[config.mk]
export PLATFORM = sky130hd
export DESIGN_NAME = ex_operand_stage_flat
export DESIGN_NICKNAME = d
export VERILOG_FILES = /design/src/rtl/ex_operand_stage_if.sv /design/src/rtl/ex_operand_stage.sv /design/src/flat_wrapper.sv
export SDC_FILE = /design/constraint.sdc
export NUM_CORES = 1
export LEC_CHECK = 0
export BUFFER_PORTS_ARGS = -buffer_cell sky130_fd_sc_hd__buf_2
export CORE_MARGIN = 1
export CORE_UTILIZATION = 45
export DETAILED_ROUTE_END_ITERATION = 7
export GPL_ROUTABILITY_DRIVEN = 0
export PLACE_DENSITY = 0.82
export SLEW_MARGIN = 40
export SYNTH_ARGS = -nofsm -noshare
export SYNTH_HDL_FRONTEND = slang
export SYNTH_SLANG_ARGS = --single-unit
export TNS_END_PERCENT = 100
[constraint.sdc]
create_clock -name clk -period 2.9 [get_ports clk]
set_input_delay 0.58 -clock clk [delete_from_list [all_inputs] [get_ports clk]]
set_output_delay 0.58 -clock clk [all_outputs]
set_load 0.02 [all_outputs]
[src/rtl/ex_operand_stage_if.sv]
// Bundles the decode-side issue port, MEM/WB forwarding buses, flush and the ALU-side output
// of the execute operand stage into one interface.
interface ex_operand_stage_if #(
  parameter int WIDTH = 32,
  parameter int RA_W  = 5
);
  logic             in_valid;
  logic             in_ready;
  logic [RA_W-1:0]  in_rs_addr;
  logic [RA_W-1:0]  in_rt_addr;
  logic [WIDTH-1:0] in_rs_data;
  logic [WIDTH-1:0] in_rt_data;
  logic [WIDTH-1:0] in_imm;
  logic             in_alu_src;
  logic [2:0]       in_alu_op;
  logic [RA_W-1:0]  in_rd_addr;
  logic             in_reg_write;

  logic             mem_reg_write;
  logic [RA_W-1:0]  mem_rd_addr;
  logic [WIDTH-1:0] mem_result;
  logic             wb_reg_write;
  logic [RA_W-1:0]  wb_rd_addr;
  logic [WIDTH-1:0] wb_result;

  logic             flush;
  logic             out_ready;
  logic             out_valid;
  logic [WIDTH-1:0] num1;
  logic [WIDTH-1:0] num2;
  logic [2:0]       op;
  logic [RA_W-1:0]  out_rd_addr;
  logic             out_reg_write;

  modport master (
    output in_valid, in_rs_addr, in_rt_addr, in_rs_data, in_rt_data, in_imm,
           in_alu_src, in_alu_op, in_rd_addr, in_reg_write,
           mem_reg_write, mem_rd_addr, mem_result, wb_reg_write, wb_rd_addr, wb_result,
           flush, out_ready,
    input  in_ready, out_valid, num1, num2, op, out_rd_addr, out_reg_write
  );

  modport slave (
    input  in_valid, in_rs_addr, in_rt_addr, in_rs_data, in_rt_data, in_imm,
           in_alu_src, in_alu_op, in_rd_addr, in_reg_write,
           mem_reg_write, mem_rd_addr, mem_result, wb_reg_write, wb_rd_addr, wb_result,
           flush, out_ready,
    output in_ready, out_valid, num1, num2, op, out_rd_addr, out_reg_write
  );
endinterface

[src/rtl/ex_operand_stage.sv]
// One-entry ALU operand register with MEM/WB forwarding; 1-cycle capture-to-out_valid latency.
// in_ready = !out_valid | out_ready; a stalled entry keeps refreshing its operands from MEM/WB.
module ex_operand_stage #(
  parameter int WIDTH = 32,
  parameter int RA_W  = 5
) (
  input logic clk,
  input logic rst_n,
  ex_operand_stage_if.slave bus
);

  typedef struct packed {
    logic             vld;
    logic [WIDTH-1:0] n1;
    logic [WIDTH-1:0] n2;
    logic [2:0]       op;
    logic [RA_W-1:0]  rd;
    logic             rw;
    logic [RA_W-1:0]  rs_tag;
    logic [RA_W-1:0]  rt_tag;
    logic             src;
  } entry_t;

  entry_t q, d;

  logic             mem_we, wb_we;
  logic [RA_W-1:0]  mem_rd, wb_rd;
  logic [WIDTH-1:0] mem_res, wb_res;
  logic             ready, capture;
  logic [WIDTH-1:0] rt_fwd;

  assign mem_we  = bus.mem_reg_write;
  assign mem_rd  = bus.mem_rd_addr;
  assign mem_res = bus.mem_result;
  assign wb_we   = bus.wb_reg_write;
  assign wb_rd   = bus.wb_rd_addr;
  assign wb_res  = bus.wb_result;

  // MEM is the younger producer, so it wins over WB; r0 is always zero.
  function automatic logic [WIDTH-1:0] fwd(
    input logic [RA_W-1:0]  a,
    input logic [WIDTH-1:0] dflt,
    input logic             mw,
    input logic [RA_W-1:0]  mrd,
    input logic [WIDTH-1:0] mres,
    input logic             ww,
    input logic [RA_W-1:0]  wrd,
    input logic [WIDTH-1:0] wres
  );
    if (a == '0)                  return '0;
    else if (mw && (mrd == a))    return mres;
    else if (ww && (wrd == a))    return wres;
    else                          return dflt;
  endfunction

  assign ready   = !q.vld || bus.out_ready;
  assign capture = bus.in_valid && ready && !bus.flush;
  assign rt_fwd  = fwd(bus.in_rt_addr, bus.in_rt_data, mem_we, mem_rd, mem_res, wb_we, wb_rd, wb_res);

  always_comb begin
    d = q;
    if (bus.flush) begin
      d.vld = 1'b0;
    end else if (capture) begin
      d.vld    = 1'b1;
      d.n1     = fwd(bus.in_rs_addr, bus.in_rs_data, mem_we, mem_rd, mem_res, wb_we, wb_rd, wb_res);
      d.n2     = bus.in_alu_src ? bus.in_imm : rt_fwd;
      d.op     = bus.in_alu_op;
      d.rd     = bus.in_rd_addr;
      d.rw     = bus.in_reg_write;
      d.rs_tag = bus.in_rs_addr;
      d.rt_tag = bus.in_rt_addr;
      d.src    = bus.in_alu_src;
    end else if (q.vld && bus.out_ready) begin
      d.vld = 1'b0;
    end else if (q.vld) begin
      // Stalled: pick up producers that retire while we wait.
      d.n1 = fwd(q.rs_tag, q.n1, mem_we, mem_rd, mem_res, wb_we, wb_rd, wb_res);
      if (!q.src) begin
        d.n2 = fwd(q.rt_tag, q.n2, mem_we, mem_rd, mem_res, wb_we, wb_rd, wb_res);
      end
    end
  end

  always_ff @(posedge clk or negedge rst_n) begin
    if (!rst_n) begin
      q <= '0;
    end else begin
      q <= d;
    end
  end

  assign bus.in_ready      = ready;
  assign bus.out_valid     = q.vld;
  assign bus.num1          = q.n1;
  assign bus.num2          = q.n2;
  assign bus.op            = q.op;
  assign bus.out_rd_addr   = q.rd;
  assign bus.out_reg_write = q.rw && q.vld;

endmodule

[src/flat_wrapper.sv]
// flat-port wrapper written by rule: the top's interface ports become plain ports
module ex_operand_stage_flat 
#(
  parameter int WIDTH = 32,
  parameter int RA_W  = 5
)
  (clk, rst_n, bus_in_valid, bus_in_rs_addr, bus_in_rt_addr, bus_in_rs_data, bus_in_rt_data, bus_in_imm, bus_in_alu_src, bus_in_alu_op, bus_in_rd_addr, bus_in_reg_write, bus_mem_reg_write, bus_mem_rd_addr, bus_mem_result, bus_wb_reg_write, bus_wb_rd_addr, bus_wb_result, bus_flush, bus_out_ready, bus_in_ready, bus_out_valid, bus_num1, bus_num2, bus_op, bus_out_rd_addr, bus_out_reg_write);
  ex_operand_stage_if #(.WIDTH(WIDTH), .RA_W(RA_W)) bus_i ();
  input logic clk;
  input logic rst_n;
  input wire logic [$bits(bus_i.in_valid)-1:0] bus_in_valid;
  input wire logic [$bits(bus_i.in_rs_addr)-1:0] bus_in_rs_addr;
  input wire logic [$bits(bus_i.in_rt_addr)-1:0] bus_in_rt_addr;
  input wire logic [$bits(bus_i.in_rs_data)-1:0] bus_in_rs_data;
  input wire logic [$bits(bus_i.in_rt_data)-1:0] bus_in_rt_data;
  input wire logic [$bits(bus_i.in_imm)-1:0] bus_in_imm;
  input wire logic [$bits(bus_i.in_alu_src)-1:0] bus_in_alu_src;
  input wire logic [$bits(bus_i.in_alu_op)-1:0] bus_in_alu_op;
  input wire logic [$bits(bus_i.in_rd_addr)-1:0] bus_in_rd_addr;
  input wire logic [$bits(bus_i.in_reg_write)-1:0] bus_in_reg_write;
  input wire logic [$bits(bus_i.mem_reg_write)-1:0] bus_mem_reg_write;
  input wire logic [$bits(bus_i.mem_rd_addr)-1:0] bus_mem_rd_addr;
  input wire logic [$bits(bus_i.mem_result)-1:0] bus_mem_result;
  input wire logic [$bits(bus_i.wb_reg_write)-1:0] bus_wb_reg_write;
  input wire logic [$bits(bus_i.wb_rd_addr)-1:0] bus_wb_rd_addr;
  input wire logic [$bits(bus_i.wb_result)-1:0] bus_wb_result;
  input wire logic [$bits(bus_i.flush)-1:0] bus_flush;
  input wire logic [$bits(bus_i.out_ready)-1:0] bus_out_ready;
  output wire logic [$bits(bus_i.in_ready)-1:0] bus_in_ready;
  output wire logic [$bits(bus_i.out_valid)-1:0] bus_out_valid;
  output wire logic [$bits(bus_i.num1)-1:0] bus_num1;
  output wire logic [$bits(bus_i.num2)-1:0] bus_num2;
  output wire logic [$bits(bus_i.op)-1:0] bus_op;
  output wire logic [$bits(bus_i.out_rd_addr)-1:0] bus_out_rd_addr;
  output wire logic [$bits(bus_i.out_reg_write)-1:0] bus_out_reg_write;
  assign bus_i.in_valid = bus_in_valid;
  assign bus_i.in_rs_addr = bus_in_rs_addr;
  assign bus_i.in_rt_addr = bus_in_rt_addr;
  assign bus_i.in_rs_data = bus_in_rs_data;
  assign bus_i.in_rt_data = bus_in_rt_data;
  assign bus_i.in_imm = bus_in_imm;
  assign bus_i.in_alu_src = bus_in_alu_src;
  assign bus_i.in_alu_op = bus_in_alu_op;
  assign bus_i.in_rd_addr = bus_in_rd_addr;
  assign bus_i.in_reg_write = bus_in_reg_write;
  assign bus_i.mem_reg_write = bus_mem_reg_write;
  assign bus_i.mem_rd_addr = bus_mem_rd_addr;
  assign bus_i.mem_result = bus_mem_result;
  assign bus_i.wb_reg_write = bus_wb_reg_write;
  assign bus_i.wb_rd_addr = bus_wb_rd_addr;
  assign bus_i.wb_result = bus_wb_result;
  assign bus_i.flush = bus_flush;
  assign bus_i.out_ready = bus_out_ready;
  assign bus_in_ready = bus_i.in_ready;
  assign bus_out_valid = bus_i.out_valid;
  assign bus_num1 = bus_i.num1;
  assign bus_num2 = bus_i.num2;
  assign bus_op = bus_i.op;
  assign bus_out_rd_addr = bus_i.out_rd_addr;
  assign bus_out_reg_write = bus_i.out_reg_write;
  ex_operand_stage #(.WIDTH(WIDTH), .RA_W(RA_W)) u_core (.clk(clk), .rst_n(rst_n), .bus(bus_i));
endmodule
; Word level (Yosys, flattened, before mapping)
; Index checks and enable logic that the tools add are counted.
[op_classes]
eq_ne = 10
n_div = 0
n_bitwise = 1
mul = 0
addsub = 0
shift = 0
order_cmp = 0
n_reduce_logical = 26
mux = 19
[op_table]
columns = op, count
row1 = $mux 32, 14
row2 = $mux 64, 2
row3 = $mux 65, 1
row4 = $eq 5x5->1, 8
row5 = $logic_not 5->1, 4
row6 = $logic_and 1x1->1, 12
row7 = $reduce_bool 4->1, 2
row8 = $reduce_and 5->1, 1
row9 = $reduce_and 4->1, 1
row10 = $reduce_bool 3->1, 1
row11 = $logic_not 1->1, 2
row12 = $mux 1, 2
row13 = $ne 2x1->1 const B, 1
row14 = $ne 2x2->1 const B, 1
row15 = $reduce_and 2->1, 1
row16 = $reduce_bool 2->1, 1
row17 = $logic_or 1x1->1, 1
row18 = $not 1->1, 1
[totals]
ram_bits = 0
memories = 0
reg_bits = 85
romBits = 0
wordCells = 65
out_inout_bits = 75
latch_bits = 0

; Logic depth before layout (Yosys ltp)
; Gate-level depths: netlist (run 1).
[logic_depth]
depth_word = 10
depth_mapped = 9
mapped_depth_nobuf = 6

; Worst setup path before layout (run 1)
; OpenSTA, ideal clock, no wires.
[synth_timing]
kind = input to register
from = input bus_mem_rd_addr[1]
to = register u_core.q, in the netlist u_core.bus.num1[15]
required_time_ps = 2775
n_path_buf = 2
slack_ps = 717
arrival_ps = 2058
cell_stages = 8
setup_ps = 125
cell_sequence = xor2_1 -> nor4_1 -> and3_1 -> buf_2 -> buf_2 -> mux2i_1 -> o22ai_1 -> mux2_2
[synth_via]
elab_chain_len = 7
word_cells_on_any_way = 13
classes_between = eq/ne: 2 / mux: 7 / reduce/logical: 4
[synth_lines]
columns = element, line
row1 = "start, declared", flat_wrapper.sv:22  ; input wire logic [$bits(bus_i.mem_rd_addr)-1:0] bus_mem_rd_addr;
row2 = $eq 5x5->1, ex_operand_stage.sv:51  ; else if (mw && (mrd == a)) return mres;
row3 = $logic_and 1x1->1, ex_operand_stage.sv:51
row4 = $mux 32, ex_operand_stage.sv:51
row5 = $mux 32, ex_operand_stage.sv:50  ; if (a == '0) return '0;
row6 = $mux 64, ex_operand_stage.sv:76  ; end else if (q.vld) begin
row7 = $mux 64, ex_operand_stage.sv:74  ; end else if (q.vld && bus.out_ready) begin
row8 = $mux 65, ex_operand_stage.sv:64  ; end else if (capture) begin
row9 = "end signal, assigned", ex_operand_stage.sv:87  ; q <= '0;
row10 = "end signal, assigned", ex_operand_stage.sv:89  ; q <= d;
row11 = "end, declared", ex_operand_stage.sv:24  ; entry_t q, d;
; Several ways; a longest one is shown, not always the timed one. The select of a mux whose other input is x is not followed.
; A chain may end at the register's enable or synchronous reset.

; Final worst setup path (run 1)
[layout_timing]
from = register u_core.q[3] in the netlist's numbering
to = register u_core.q, in the netlist u_core.bus.num2[15]
[layout_via]
elab_chain_len = 8
word_cells_on_any_way = 13
classes_between = eq/ne: 2 / mux: 6 / reduce/logical: 5
[layout_lines]
columns = element, line
row1 = $eq 5x5->1, ex_operand_stage.sv:51
row2 = $logic_and 1x1->1, ex_operand_stage.sv:51
row3 = $mux 32, ex_operand_stage.sv:51
row4 = $mux 32, ex_operand_stage.sv:50
row5 = $mux 32, ex_operand_stage.sv:79  ; if (!q.src) begin
row6 = $mux 64, ex_operand_stage.sv:76
row7 = $mux 64, ex_operand_stage.sv:74
row8 = $mux 65, ex_operand_stage.sv:64
; Several ways; a longest one is shown, not always the timed one. The select of a mux whose other input is x is not followed.

==> results.md, run 1 <==
* CTS root buffer: clkbuf_16
* Slew Viols, Final at 0
* Reg-to-reg startpoint: u_core.q[3]
* Clock power share at 0.241
* CTS Buf Count at 9
* CP delay by family, top: compound AO/OA/AOI/OAI gates
* Critical path type: reg2reg
* Placed Cells at 1244
* Non-Filler Instances at 1260
* Slew margin rel. at 0.498
* Full die area at 16100 sq um
* Area of the mapped netlist at 7040 sq um
* Pin count of the biggest net entering global routing at 47
* Setup bufs post-CTS at 0
* Port bufs at 271
* WHS at 222 ps
* Wirelength per Cell at 19.4 microns
* Layout cells sized above 1 at 0.330
* Vias at 7509
* Final worst path period share at 0.870
* Switching share of power at 0.399
* Synth warn at 0
* Net Count, Synth at 1073
* Most common cell after layout, fill and taps aside: buf_2
* Flop pwr share at 0.351
* Post-DP HPWL at 17500 microns
* Main flop type after synthesis: dfrtp_1
* Antenna cells at 0
* Final setup violation count at 0
* Util after Layout at 0.558
* Initial core utilization at 0.461
* Slowest-stage cell, CP: or4_1
* Worst hold path class: in2async
* Grt total ovfl at 0
* Commonest non-fill, non-tap cells in the layout: 270 x buf_2, 181 x nand2_1, 85 x dfrtp_1, 68 x nor2_1, 65 x mux2i_1
* Status: finished, final reports clean
* H-tree depth at 3
* Crit path launch: u_core.q[3]
* Worst Clk Skew at 9.15 ps
* Clock Tree Buf Depth at 2
* Power Internal at 3.17 mW
* # resized after CTS at 0
* Hold Vio Cnt, Final at 0
* Clock Sinks at 85
* Slowest cell delay on critical path at 570 ps
* DRT iter0 DRCs at 669
* Max Clock Freq at 396 MHz
* Drt first pass iters at 5
* Setup ws final at 376 ps
* Arr. time, crit path at 2790 ps
* Final Critical Period at 2520 ps
* Seq/Total Area, Yosys at 0.302
* Least-Margin Pin Slew at 753 ps
* Crit Path Max Fanout at 32
* Comb pwr share at 0.408
* Max cap viols at 0
* Startpoint Class: flop
* Number of global-route vias before repair at 7524
* # hold bufs at CTS at 0
* First-pass GRT wire length at 38500 microns
* Power per cell area at 619 nW/um^2
* CP endpoint kind: flop
* Clock slew at reported path FFs at 70 ps
* CTS tree: built
* Io pins at 272
* Drt via density at 5.96
* Antenna violations before repair at 0
* Syn Inst Count at 876
* Routed WL at 24400 microns
* Critical Path, Cell by Cell: or4_1, o21ai_4, o311a_2, buf_4, nor2_1, a31oi_1
* Final ANT Viol Nets at 0
* Pre-CTS WS at 333 ps
* Area growth syn-to-layout at 20.9%
* Synth cell types at 43
* Leak at 3.83 nW
* Worst skew pair latency at 340 ps
* Syn_area_per_cell at 8.04 sq um
* VDD IR max at 0.000422 V
* All-Layer GR Usage at 0.302
* Number of synthesized register bits at 85
* Required time of the worst setup path at 3160 ps
* Core area at 15300 sq um
* Post-synth EDFFs at 0
* Die Width at 127 microns
* Setup_tns at 0 ps
* # rows at 45
* Die Y at 127 microns
* Async set-or-reset flop fraction in the synthesized netlist at 1.00
* Unrepaired setup endpoints after global routing: no
* Nets at 1241
* Drt drc at 0
* Psw at 2.10 mW
* Crit path buffers/inverters at 1
## routing by layer
| metal | vias to the layer above | share of wire | global-route usage |
|---|---|---|---|
| met4 | 0 | 0.034 | 0.151 |
| met1 | 3517 | 0.40 | 0.364 |
| met2 | 518 | 0.48 | 0.515 |
| li1 | 3393 | - | - |
| met5 | - | 0 | 0 |
| met3 | 81 | 0.088 | 0.0616 |
## layout make-up
type                    count  area (sq um)
repair buffers            303          1670
flip-flops and latches     85          2130
fillers                  1435          6750
multi-input cells         644          4130
inverters                   1          3.75
clock buffers               9           225
clock inverters             7          90.1
well taps                 211           264
## synth_stat cells (2+ instances only)
cell / number / area [sq um]
nand2_1: 181 / 679
dfrtp_1: 85 / 2130
buf_4: 80 / 601
nor2_1: 70 / 263
mux2i_1: 65 / 651
o21ai_0: 62 / 310
clkbuf_1: 49 / 184
a2bb2oi_1: 32 / 280
a31o_1: 32 / 280
a31oi_1: 32 / 200
o21ai_1: 29 / 145
a221oi_1: 26 / 228
o22a_1: 26 / 228
xor2_1: 25 / 219
buf_2: 16 / 80.1
xnor2_1: 15 / 131
a221oi_2: 5 / 75.1
mux2_2: 5 / 56.3
nor4_1: 5 / 31.3
o22ai_1: 5 / 31.3
and3_1: 4 / 25.0
or4_1: 3 / 22.5
a21oi_1: 2 / 10.0
and2_1: 2 / 12.5
nand4_1: 2 / 12.5
## power by group through the flow
stage	Sequential, mW	Clock (mW)	Combinational [mW]
global route	1.88	1.34	2.33
CTS	1.84	1.30	2.15
detailed placement	1.86	0	2.15
floorplan	1.78	0	1.86
finish	1.85	1.27	2.15
global placement	1.84	0	2.10
## registers in the layout, indices dropped and copies added (netlist names)
| name | cells |
|---|---|
| u_core.bus.num1 | 32 |
| u_core.bus.num2 | 32 |
| u_core.bus.op | 3 |
| u_core.bus.out_rd_addr | 5 |
| u_core.bus.out_valid | 1 |
| u_core.q | 12 |
## worst register-to-register path: cells and delay by family, from the launching register on
family,cells,cell delay (ps)
AND/OR/NAND/NOR,2,680
AO/OA/AOI/OAI,3,1010
buffers and inverters,1,330
flip-flops,1,440
## per-stage QoR
step	total power [mW]	area (sq um)
2_1_floorplan	3.64	7040
3_3_place_gp	3.95	8200
3_5_place_dp	4.00	8200
4_1_cts	5.28	8510
5_1_grt	5.55	8510
6_report	5.27	8510
## final timing paths
path / to / slack [ps] / cells after the start
hold reg to reg: u_core.bus.out_rd_addr[4] / 480 / 2
hold / removal: u_core.bus.num2[25] / 220 / 1
max in group asynchronous: u_core.bus.out_rd_addr[4] / 2000 / 2
setup / recovery: u_core.bus.num2[15] / 380 / 6
min in group clk: u_core.bus.op[2] / 420 / 3
setup reg to reg: u_core.bus.num2[15] / 380 / 6
## cells by family (layout without fill, tap and decap cells)
kind of cell	count (synthesis)	count (layout)	share of synthesized area
mux	70	70	0.100
simple gates	278	278	0.162
compound gates	256	256	0.261
flops	85	85	0.302
xor+xnor	40	40	0.0498
buf+inv	147	320	0.125
(Power assumes the default switching activity.)
==> inputs of run 2 (changes only) <==
--- a/config.mk
+++ b/config.mk
@@ -10,6 +10,7 @@
 export CORE_UTILIZATION = 45
 export DETAILED_ROUTE_END_ITERATION = 7
 export GPL_ROUTABILITY_DRIVEN = 0
+export MAX_ROUTING_LAYER = met4
 export PLACE_DENSITY = 0.82
 export SLEW_MARGIN = 40
 export SYNTH_ARGS = -nofsm -noshare
==> constraint.sdc (replaced) <==
create_clock -name clk -period 3.3 [get_ports clk]
set_input_delay 0.66 -clock clk [delete_from_list [all_inputs] [get_ports clk]]
set_output_delay 0.66 -clock clk [all_outputs]
set_load 0.02 [all_outputs]
==> run 2 against run 1 <==
- fmax is 1.2% higher
- global-route usage hardly changed
- core utilization is 0.29 points lower
- sequential share of layout area is 0.13 points higher
- count of clock-buffer cells in the layout stayed put
- worst setup slack better by 430 ps
- final cell count is 0.56% lower
==> results.md, run 2 (synthesis results as in run 1) <==
* Vias at 7445
* Full die area at 16100 sq um
* Final Critical Period at 2490 ps
* Antenna cells at 0
* Post-DP HPWL at 16400 microns
* Slew Viols, Final at 0
* Worst hold path class: in2async
* Arr. time, crit path at 2780 ps
* Most common cell after layout, fill and taps aside: buf_2
* First-pass GRT wire length at 37000 microns
* Clock Sinks at 85
* Max Clock Freq at 401 MHz
* Drt first pass iters at 5
* Setup_tns at 0 ps
* Pin count of the biggest net entering global routing at 46
* Die Y at 127 microns
* Slew margin rel. at 0.442
* Hold Vio Cnt, Final at 0
* Final setup violation count at 0
* Unrepaired setup endpoints after global routing: no
* Clock slew at reported path FFs at 70 ps
* Startpoint Class: flop
* CTS root buffer: clkbuf_16
* Crit path launch: u_core.bus.out_valid
* # hold bufs at CTS at 0
* Flop pwr share at 0.348
* CTS tree: built
* Pre-CTS WS at 566 ps
* Area growth syn-to-layout at 20.3%
* Max cap viols at 0
* Critical path type: reg2reg
* Power Internal at 2.79 mW
* Clock Tree Buf Depth at 2
* VDD IR max at 0.000272 V
* Wirelength per Cell at 19.0 microns
* Placed Cells at 1237
* Initial core utilization at 0.461
* Number of global-route vias before repair at 7048
* Power per cell area at 547 nW/um^2
* Drt drc at 0
* Antenna violations before repair at 0
* CP endpoint kind: flop
* H-tree depth at 3
* Worst r2r dst: u_core.bus.num1[25]
* Non-Filler Instances at 1253
* End of the critical path: u_core.bus.num1[25]
* Final worst path period share at 0.756
* Psw at 1.85 mW
* All-Layer GR Usage at 0.303
* Worst skew pair latency at 350 ps
* Comb pwr share at 0.404
* Setup ws final at 807 ps
* Worst Clk Skew at 6.08 ps
* # resized after CTS at 0
* # rows at 45
* Nets at 1234
* Final ANT Viol Nets at 0
* CTS Buf Count at 9
* Status: finished, final reports clean
* Routed WL at 23800 microns
* Switching share of power at 0.398
* Core area at 15300 sq um
* Grt total ovfl at 0
* DRT iter0 DRCs at 635
* Port bufs at 271
* Die Width at 127 microns
* Drt via density at 5.94
* Least-Margin Pin Slew at 836 ps
* Leak at 3.80 nW
* Commonest non-fill, non-tap cells in the layout: 270 x buf_2, 181 x nand2_1, 85 x dfrtp_1, 68 x nor2_1, 65 x mux2i_1
* Reg-to-reg startpoint: u_core.bus.out_valid
* Layout cells sized above 1 at 0.326
* WHS at 307 ps
* Setup bufs post-CTS at 0
* Crit Path Max Fanout at 32
* R2R Setup Slk at 810 ps
* Io pins at 272
* Required time of the worst setup path at 3580 ps
* Depth of the worst register-to-register path at 8
* Clock power share at 0.247
[run 2: changes by cell type in the layout (fill, tap and decap cells not counted)]
cell        delta
clkinv_2       -2
clkinvlp_4     -1
or2_1          -1
inv_6          +1
buf_4          -7
or2_2          +1
clkinv_4       +2
[run 2: area by class of cell]
type | count | area [sq um]
clock buffer | 9 | 225
clock inverter | 7 | 98.8
fill | 1456 | 6790
inverter | 1 | 3.75
multi-input combinational | 644 | 4130
sequential | 85 | 2130
tap | 211 | 264
timing repair buffer | 296 | 1620
[run 2: how the worst min path moves through the flow]
stage | to | slack (ps) | depth (start not counted)
after floorplan | u_core.bus.num1[0] | 360 | 0
after global placement | u_core.bus.out_rd_addr[1] | 460 | 2
after detailed placement | u_core.bus.out_rd_addr[2] | 460 | 2
after CTS | u_core.bus.num2[25] | 310 | 1
after global routing | u_core.bus.num2[28] | 350 | 1
final | u_core.bus.num2[28] | 310 | 1
[run 2: through the flow]
stage           util  area, sq um  power [mW]
2_1_floorplan      -         7040        3.20
3_5_place_dp   0.534         8140        3.50
5_1_grt        0.555         8470        4.88
4_1_cts        0.555         8470        4.65
3_3_place_gp   0.534         8140        3.46
6_report       0.555         8470        4.63
[run 2: metal layers]
metal	global-route usage	vias to the layer above	wire (microns)
met5	-	-	0
met4	0.131	0	819
li1	-	3375	-
met1	0.367	3478	9580
met2	0.491	506	11200
met3	0.0607	86	2180
[run 2: critical path, stage by stage (launching register included)]
cell and delay (ps):
dfrtp_1 380, nor2b_1 180, or3b_1 610, buf_4 280, a21oi_4 100, buf_4 330, o21ai_0 180, o22a_1 220
o21ai_1 120
[run 2: power by group through the flow]
stage | Combinational (mW) | Clock [mW] | Sequential, mW
after global placement | 1.84 | 0 | 1.62
after detailed placement | 1.87 | 0 | 1.62
after CTS | 1.87 | 1.16 | 1.61
after floorplan | 1.64 | 0 | 1.56
after global routing | 2.03 | 1.20 | 1.65
final | 1.87 | 1.15 | 1.61
